<file path="src/rtl/vend_dispense_scheduler.sv">
// rtl/vend_dispense_scheduler.sv - round-robin cup dispense sequencer with greedy coin payout
// One shared dispenser is served a cup at a time; change is paid largest-coin-first.
module vend_dispense_scheduler #(
  parameter int ACK_TIMEOUT = 255,
  parameter int GAP_CYCLES  = 4
) (
  input  logic        pclk,
  input  logic        prst_n,
  input  logic        start,
  input  logic [3:0]  tea_reqd,
  input  logic [3:0]  coffee_reqd,
  input  logic [3:0]  milk_reqd,
  input  logic [15:0] balance,
  input  logic        abort,
  input  logic        disp_ack,
  input  logic        chg_ack,
  output logic        busy,
  output logic        done,
  output logic        fault,
  output logic        disp_req,
  output logic [1:0]  disp_sel,
  output logic        chg_req,
  output logic [2:0]  chg_coin,
  output logic [3:0]  tea_served,
  output logic [3:0]  coffee_served,
  output logic [3:0]  milk_served,
  output logic [15:0] change_residual
);

  typedef enum logic [2:0] {
    S_IDLE, S_SELECT, S_REQ, S_GAP, S_CHANGE, S_CHG_WAIT, S_DONE, S_FAULT
  } state_e;

  state_e      state_q;
  logic [3:0]  rem_q    [3];
  logic [3:0]  served_q [3];
  logic [15:0] bal_q;
  logic [1:0]  rr_q;
  logic [31:0] tmr_q;
  logic [31:0] gap_q;
  logic        busy_q, done_q, fault_q, disp_req_q, chg_req_q;
  logic [1:0]  disp_sel_q;
  logic [2:0]  chg_coin_q;
  logic [15:0] residual_q;

  logic [1:0]  pick_d;
  logic [1:0]  idx_d;
  logic        found_d;
  logic [2:0]  coin_d;
  logic [15:0] coin_val_d;
  logic        tmo_d;

  function automatic logic [1:0] next3(input logic [1:0] x);
    return (x == 2'd2) ? 2'd0 : x + 2'd1;
  endfunction

  // First product with cups left, scanning from the round-robin pointer.
  always_comb begin
    pick_d  = rr_q;
    found_d = 1'b0;
    idx_d   = rr_q;
    for (int i = 0; i < 3; i++) begin
      if (!found_d && rem_q[idx_d] != 4'd0) begin
        found_d = 1'b1;
        pick_d  = idx_d;
      end
      idx_d = next3(idx_d);
    end
  end

  always_comb begin
    coin_d     = 3'd0;
    coin_val_d = 16'd25;
    if (bal_q >= 16'd1000) begin
      coin_d = 3'd5; coin_val_d = 16'd1000;
    end else if (bal_q >= 16'd500) begin
      coin_d = 3'd4; coin_val_d = 16'd500;
    end else if (bal_q >= 16'd200) begin
      coin_d = 3'd3; coin_val_d = 16'd200;
    end else if (bal_q >= 16'd100) begin
      coin_d = 3'd2; coin_val_d = 16'd100;
    end else if (bal_q >= 16'd50) begin
      coin_d = 3'd1; coin_val_d = 16'd50;
    end
  end

  assign tmo_d = (tmr_q + 32'd1) >= 32'(ACK_TIMEOUT);

  always_ff @(posedge pclk or negedge prst_n) begin
    if (!prst_n) begin
      state_q    <= S_IDLE;
      bal_q      <= 16'd0;
      rr_q       <= 2'd0;
      tmr_q      <= 32'd0;
      gap_q      <= 32'd0;
      busy_q     <= 1'b0;
      done_q     <= 1'b0;
      fault_q    <= 1'b0;
      disp_req_q <= 1'b0;
      disp_sel_q <= 2'd0;
      chg_req_q  <= 1'b0;
      chg_coin_q <= 3'd0;
      residual_q <= 16'd0;
      for (int i = 0; i < 3; i++) begin
        rem_q[i]    <= 4'd0;
        served_q[i] <= 4'd0;
      end
    end else if (abort && state_q != S_IDLE) begin
      state_q    <= S_IDLE;
      busy_q     <= 1'b0;
      done_q     <= 1'b0;
      fault_q    <= 1'b0;
      disp_req_q <= 1'b0;
      chg_req_q  <= 1'b0;
      tmr_q      <= 32'd0;
      gap_q      <= 32'd0;
    end else begin
      case (state_q)
        S_IDLE: if (start) begin
          rem_q[0]   <= tea_reqd;
          rem_q[1]   <= coffee_reqd;
          rem_q[2]   <= milk_reqd;
          bal_q      <= balance;
          residual_q <= 16'd0;
          for (int i = 0; i < 3; i++) served_q[i] <= 4'd0;
          busy_q     <= 1'b1;
          state_q    <= S_SELECT;
        end
        S_SELECT: if (found_d) begin
          disp_sel_q <= pick_d;
          disp_req_q <= 1'b1;
          tmr_q      <= 32'd0;
          state_q    <= S_REQ;
        end else begin
          state_q    <= S_CHANGE;
        end
        S_REQ: if (disp_ack) begin
          disp_req_q           <= 1'b0;
          rem_q[disp_sel_q]    <= rem_q[disp_sel_q] - 4'd1;
          served_q[disp_sel_q] <= served_q[disp_sel_q] + 4'd1;
          rr_q                 <= next3(disp_sel_q);
          gap_q                <= 32'd0;
          state_q              <= (GAP_CYCLES == 0) ? S_SELECT : S_GAP;
        end else if (tmo_d) begin
          disp_req_q <= 1'b0;
          fault_q    <= 1'b1;
          state_q    <= S_FAULT;
        end else if (tmr_q != '1) begin
          tmr_q <= tmr_q + 32'd1;
        end
        S_GAP: if (gap_q == 32'(GAP_CYCLES - 1)) begin
          state_q <= S_SELECT;
        end else begin
          gap_q <= gap_q + 32'd1;
        end
        S_CHANGE: if (bal_q >= 16'd25) begin
          chg_coin_q <= coin_d;
          chg_req_q  <= 1'b1;
          tmr_q      <= 32'd0;
          state_q    <= S_CHG_WAIT;
        end else begin
          residual_q <= bal_q;
          done_q     <= 1'b1;
          state_q    <= S_DONE;
        end
        S_CHG_WAIT: if (chg_ack) begin
          chg_req_q <= 1'b0;
          bal_q     <= bal_q - coin_val_d;
          state_q   <= S_CHANGE;
        end else if (tmo_d) begin
          chg_req_q <= 1'b0;
          fault_q   <= 1'b1;
          state_q   <= S_FAULT;
        end else if (tmr_q != '1) begin
          tmr_q <= tmr_q + 32'd1;
        end
        S_DONE: begin
          done_q  <= 1'b0;
          busy_q  <= 1'b0;
          state_q <= S_IDLE;
        end
        S_FAULT: state_q <= S_FAULT;
        default: state_q <= S_IDLE;
      endcase
    end
  end

  assign busy            = busy_q;
  assign done            = done_q;
  assign fault           = fault_q;
  assign disp_req        = disp_req_q;
  assign disp_sel        = disp_sel_q;
  assign chg_req         = chg_req_q;
  assign chg_coin        = chg_coin_q;
  assign tea_served      = served_q[0];
  assign coffee_served   = served_q[1];
  assign milk_served     = served_q[2];
  assign change_residual = residual_q;

endmodule

</file>
<file path="config.mk">
export PLATFORM = sky130hd
export DESIGN_NAME = vend_dispense_scheduler
export DESIGN_NICKNAME = d
export VERILOG_FILES = /design/src/rtl/vend_dispense_scheduler.sv
export SDC_FILE = /design/constraint.sdc
export NUM_CORES = 1
export LEC_CHECK = 0
export CELL_PAD_IN_SITES_DETAIL_PLACEMENT = 1
export CELL_PAD_IN_SITES_GLOBAL_PLACEMENT = 1
export CORE_MARGIN = 2
export CORE_UTILIZATION = 48
export DETAILED_ROUTE_END_ITERATION = 12
export GPL_TIMING_DRIVEN = 0
export PLACE_DENSITY = 0.89
export SYNTH_ARGS = -nofsm -noshare
export SYNTH_HDL_FRONTEND = slang
export SYNTH_SLANG_ARGS = --single-unit
</file>
<file path="constraint.sdc">
create_clock -name pclk -period 11.4 [get_ports pclk]
set_input_delay 1.71 -clock pclk [delete_from_list [all_inputs] [get_ports pclk]]
set_output_delay 1.71 -clock pclk [all_outputs]
set_load 0.005 [all_outputs]
</file>
==> impl_metrics.csv <==
group,metric,value,unit
drt,vias,6924,
finish,ff_latch_area,3380,um^2
clocking,cts_setup_buffers,0,
yosys,synth_fp_nets,902,
min_path,whs_path_depth,1,
global_routing,grt_antenna_before_repair,0,
pwr,power_frac_comb,33.4,%
critical_path,rr_startpoint,"bal_q[12]$_DFFE_PN0P_",
job,drv_cap,0,
global_routing,grt_pass1_wl,36500,um
timing,final_max_slew_viol_count,0,
pwr,p_seq_share,35.2,%
critical_path,endpoint_kind,"flip-flop",
critical_path,cp.depth,14,
yosys,netlist_area,7660,um^2
critical_path,r2r_cells,14,
drt,drt_iter0_drc,506,
placement,io_buffer_count,71,
finish,area_delta_synth_final,21.1,%
timing,worst_hold_slack,0.486,ns
timing,fmax,0.193,GHz
placement,hpwl,15300,um
timing,finalCriticalPeriod,5.19,ns
finish,layout_commonest_cell,"dfrtp_1",
clocking,cts_root_buf,"clkbuf_16",
global_routing,grt_max_degree,72,
critical_path,required,11.74,ns
yosys,synth_flop_cell,"dfrtp_1",
yosys,yosys_register_bits,135,
pwr,p_clk_share,31.4,%
floorplan,die_y,130,um
timing,hold_violations,0,
yosys,synth_top_area_cell,"dfrtp_1",
critical_path,rr_endpoint,"bal_q[14]$_DFFE_PN0P_",
yosys,synth_compound_area_share,18.6,%
timing,slew_headroom,19.0,%
critical_path,critPathTopFamily,"simple AND/OR/NAND/NOR gates",
clocking,path_clk_slew,0.06,ns
critical_path,crit_top_cell,"nand2_1",
critical_path,criticalPathCategory,"reg -> reg",
critical_path,path_max_fanout,6,
clocking,cts-resized-gates,0,
timing,fin_setup_tns,0,ns
finish,layout-drive-gt1-share,6.60,%
critical_path,crit_slowest_cell,"nor4_1",
drt,antenna_left,0,
yosys,ys_seq_area_share,44.1,%
finish,mostFrequentLayoutCells,"135 x dfrtp_1, 97 x nand2_1, 85 x nor2_1",
drt,wire_per_inst,19.1,um
pwr,power.leakage,0.00395,uW
pwr,intPower,1140,uW
pwr,power,1840,uW
yosys,synthMuxAreaShare,1.75,%
floorplan,rows,46,
clocking,hold_buffers,0,
clocking,cts_tree,"yes",
floorplan,num_io_pins,72,
drt,dr.pass1.iters,5,
pwr,ir_drop,0.118,mV
pwr,p_sw,694,uW
clocking,htreeDepth,4,
yosys,synth.avg_cell_area,8.99,um^2
clocking,clk_path_buf_depth,2,
clocking,cts_buffers,17,
pwr,powerDensity,198,nW/um^2
timing,tightest_slew,1.20,ns
finish,layoutNonFillerInstCount,1171,
floorplan,die_w,130,um
yosys,synthSimpleGateAreaFrac,25.7,%
global_routing,gr-total-overflow,0,
pwr,swShare,37.8,%
min_path,min-delay-start,"change_residual[15]$_DFFE_PN0P_",
drt,routed_wl,22300,um
yosys,yosysWarnings,0,
drt,drc,0,
finish,antenna-diode-count,0,
floorplan,design.core.area,15700,um^2
global_routing,grt_pass1_vias,7270,
yosys,synthDistinctLibCells,72,
critical_path,critPathArrivalTime,5.54,ns
min_path,worstHoldEndpoint,"change_residual[15]$_DFFE_PN0P_",
yosys,synth_edf_count,0,
timing,timing.final.crit_share,45.6,%
yosys,synth.top_cell.area_share,44.1,%
timing,setup_violations,0,
floorplan,die_area,17000,um^2
critical_path,crit_buf_inv,0,
yosys,synth-xor-area-share,4.00,%
yosys,synth_cells,852,
yosys,ys_async_sr_fraction,100,%
timing,fin_skew,0.00951,ns
clocking,worstSkewPairLatency,0.43,ns
finish,multi_input_area,4040,um^2
finish,num-nets-final,993,
min_path,hp-class,"reg -> reg",
yosys,synth_top_cells_by_area,"dfrtp_1 44%, nand2_1 4.8%, nor2_1 4.2%, o21ai_0 4.1%, a21oi_1 3.8%",
drt,drt-vias-per-instance,5.91,
critical_path,r2r_setup_slack,6.21,ns
critical_path,slowest_delay,0.86,ns
yosys,synth_top_family_by_area,"simple AND/OR/NAND/NOR gates",
global_routing,gr-usage-all-layers,27.5,%
critical_path,worstSetupStartpointType,"flip-flop",
floorplan,initial_core_util,48.7,%
placement,dp_cells,1140,
placement,gp_congestion,0.851,
critical_path,crit_chain,"or3_4, or4b_4, nor4_1, nand2_1, fa_1, a21o_1, a21oi_1, o21bai_1, a2111oi_0, o31ai_1, or3_1, nor3_1, nand2_1, o211ai_1",
clocking,clock_sinks,135,
finish,nFillCells,1801,
timing,rsz0062_at_grt,"no",
yosys,synthAdderAreaFrac,2.71,%
outcome,outcome,"finished, final reports clean",
cells by family after synthesis:
kind of cell | Yosys count
flops | 135
mux | 13
simple gates | 377
compound gates | 222
buf+inv | 54
xor+xnor | 35
fa+ha+maj | 16
through the flow:
stage	cell area [um^2]	worst slack, ns	util [%]
4_1_cts	9270	6.20	59.0
6_report	9270	6.21	59.0
2_1_floorplan	7660	6.95	-
3_3_place_gp	8640	3.14	55.0
3_5_place_dp	8670	6.25	55.2
5_1_grt	9270	5.93	59.0
how the worst max path moves through the flow:
stage,from,endpoint
floorplan,bal_q[14]$_DFFE_PN0P_,bal_q[14]$_DFFE_PN0P_
global placement,prst_n,tmr_q[24]$_DFFE_PN0P_
detailed placement,bal_q[12]$_DFFE_PN0P_,bal_q[14]$_DFFE_PN0P_
CTS,bal_q[12]$_DFFE_PN0P_,bal_q[14]$_DFFE_PN0P_
global route,bal_q[12]$_DFFE_PN0P_,bal_q[14]$_DFFE_PN0P_
finish,bal_q[12]$_DFFE_PN0P_,bal_q[14]$_DFFE_PN0P_
layer usage:
metal	up-vias	GRT usage, %	share of wire (%)
li1	3266	-	-
met1	3474	34.8	43
met2	146	48.0	52
met3	38	4.43	3.3
met4	0	9.36	1.7
met5	-	0	0
synth_stat cells, types with 4 or more instances:
cell / count
a21o_1: 5
a21oi_1: 58
a22o_1: 9
a22oi_1: 9
a31oi_1: 11
and2_1: 13
and3_1: 14
and4_1: 5
buf_4: 5
clkbuf_1: 26
dfrtp_1: 135
ha_1: 15
inv_1: 17
mux2i_1: 10
nand2_1: 97
nand2b_1: 10
nand3_1: 26
nand3b_1: 4
nand4_1: 14
nor2_1: 85
nor2b_1: 36
nor3_1: 19
nor3b_1: 4
nor4_1: 14
o211ai_1: 6
o21ai_0: 63
o21bai_1: 4
o22a_1: 4
o22ai_1: 5
o31ai_1: 15
o41ai_1: 5
or2_2: 4
or3_1: 13
xnor2_1: 12
xor2_1: 23
area by class of cell:
class | instances | area share, %
plain buffers | 36 | 1.85
clock buffers | 21 | 4.86
clock inverters | 10 | 1.65
inverters | 18 | 0.729
multi-input cells | 663 | 43.6
flip-flops and latches | 135 | 36.4
well taps | 216 | 2.91
repair buffers | 72 | 7.98
worst reg2reg max path: stages (launching register included):
cell and delay, ns:
dfrtp_1 0.43, or3_4 0.41, or4b_4 0.53, nor4_1 0.86, nand2_1 0.24, fa_1 0.49, a21o_1 0.19, a21oi_1 0.24
o21bai_1 0.13, a2111oi_0 0.55, o31ai_1 0.23, or3_1 0.39, nor3_1 0.23, nand2_1 0.09, o211ai_1 0.10
state kept, by name, indices dropped and copies added (netlist names), 2 cells and up:
register and count:
change_residual 16, state_q 3, tea_served 4, milk_served 4, disp_sel 2, coffee_served 4
chg_coin 3, rem_q 12, rr_q 2, bal_q 16, tmr_q 32, gap_q 32
power by group through the flow:
stage	combinational [uW]	sequential (uW)	clock [uW]
4_1_cts	611	642	585
5_1_grt	683	654	602
3_3_place_gp	567	643	0
6_report	613	646	577
3_5_place_dp	601	650	0
2_1_floorplan	414	619	0
(Power assumes the default switching activity.)
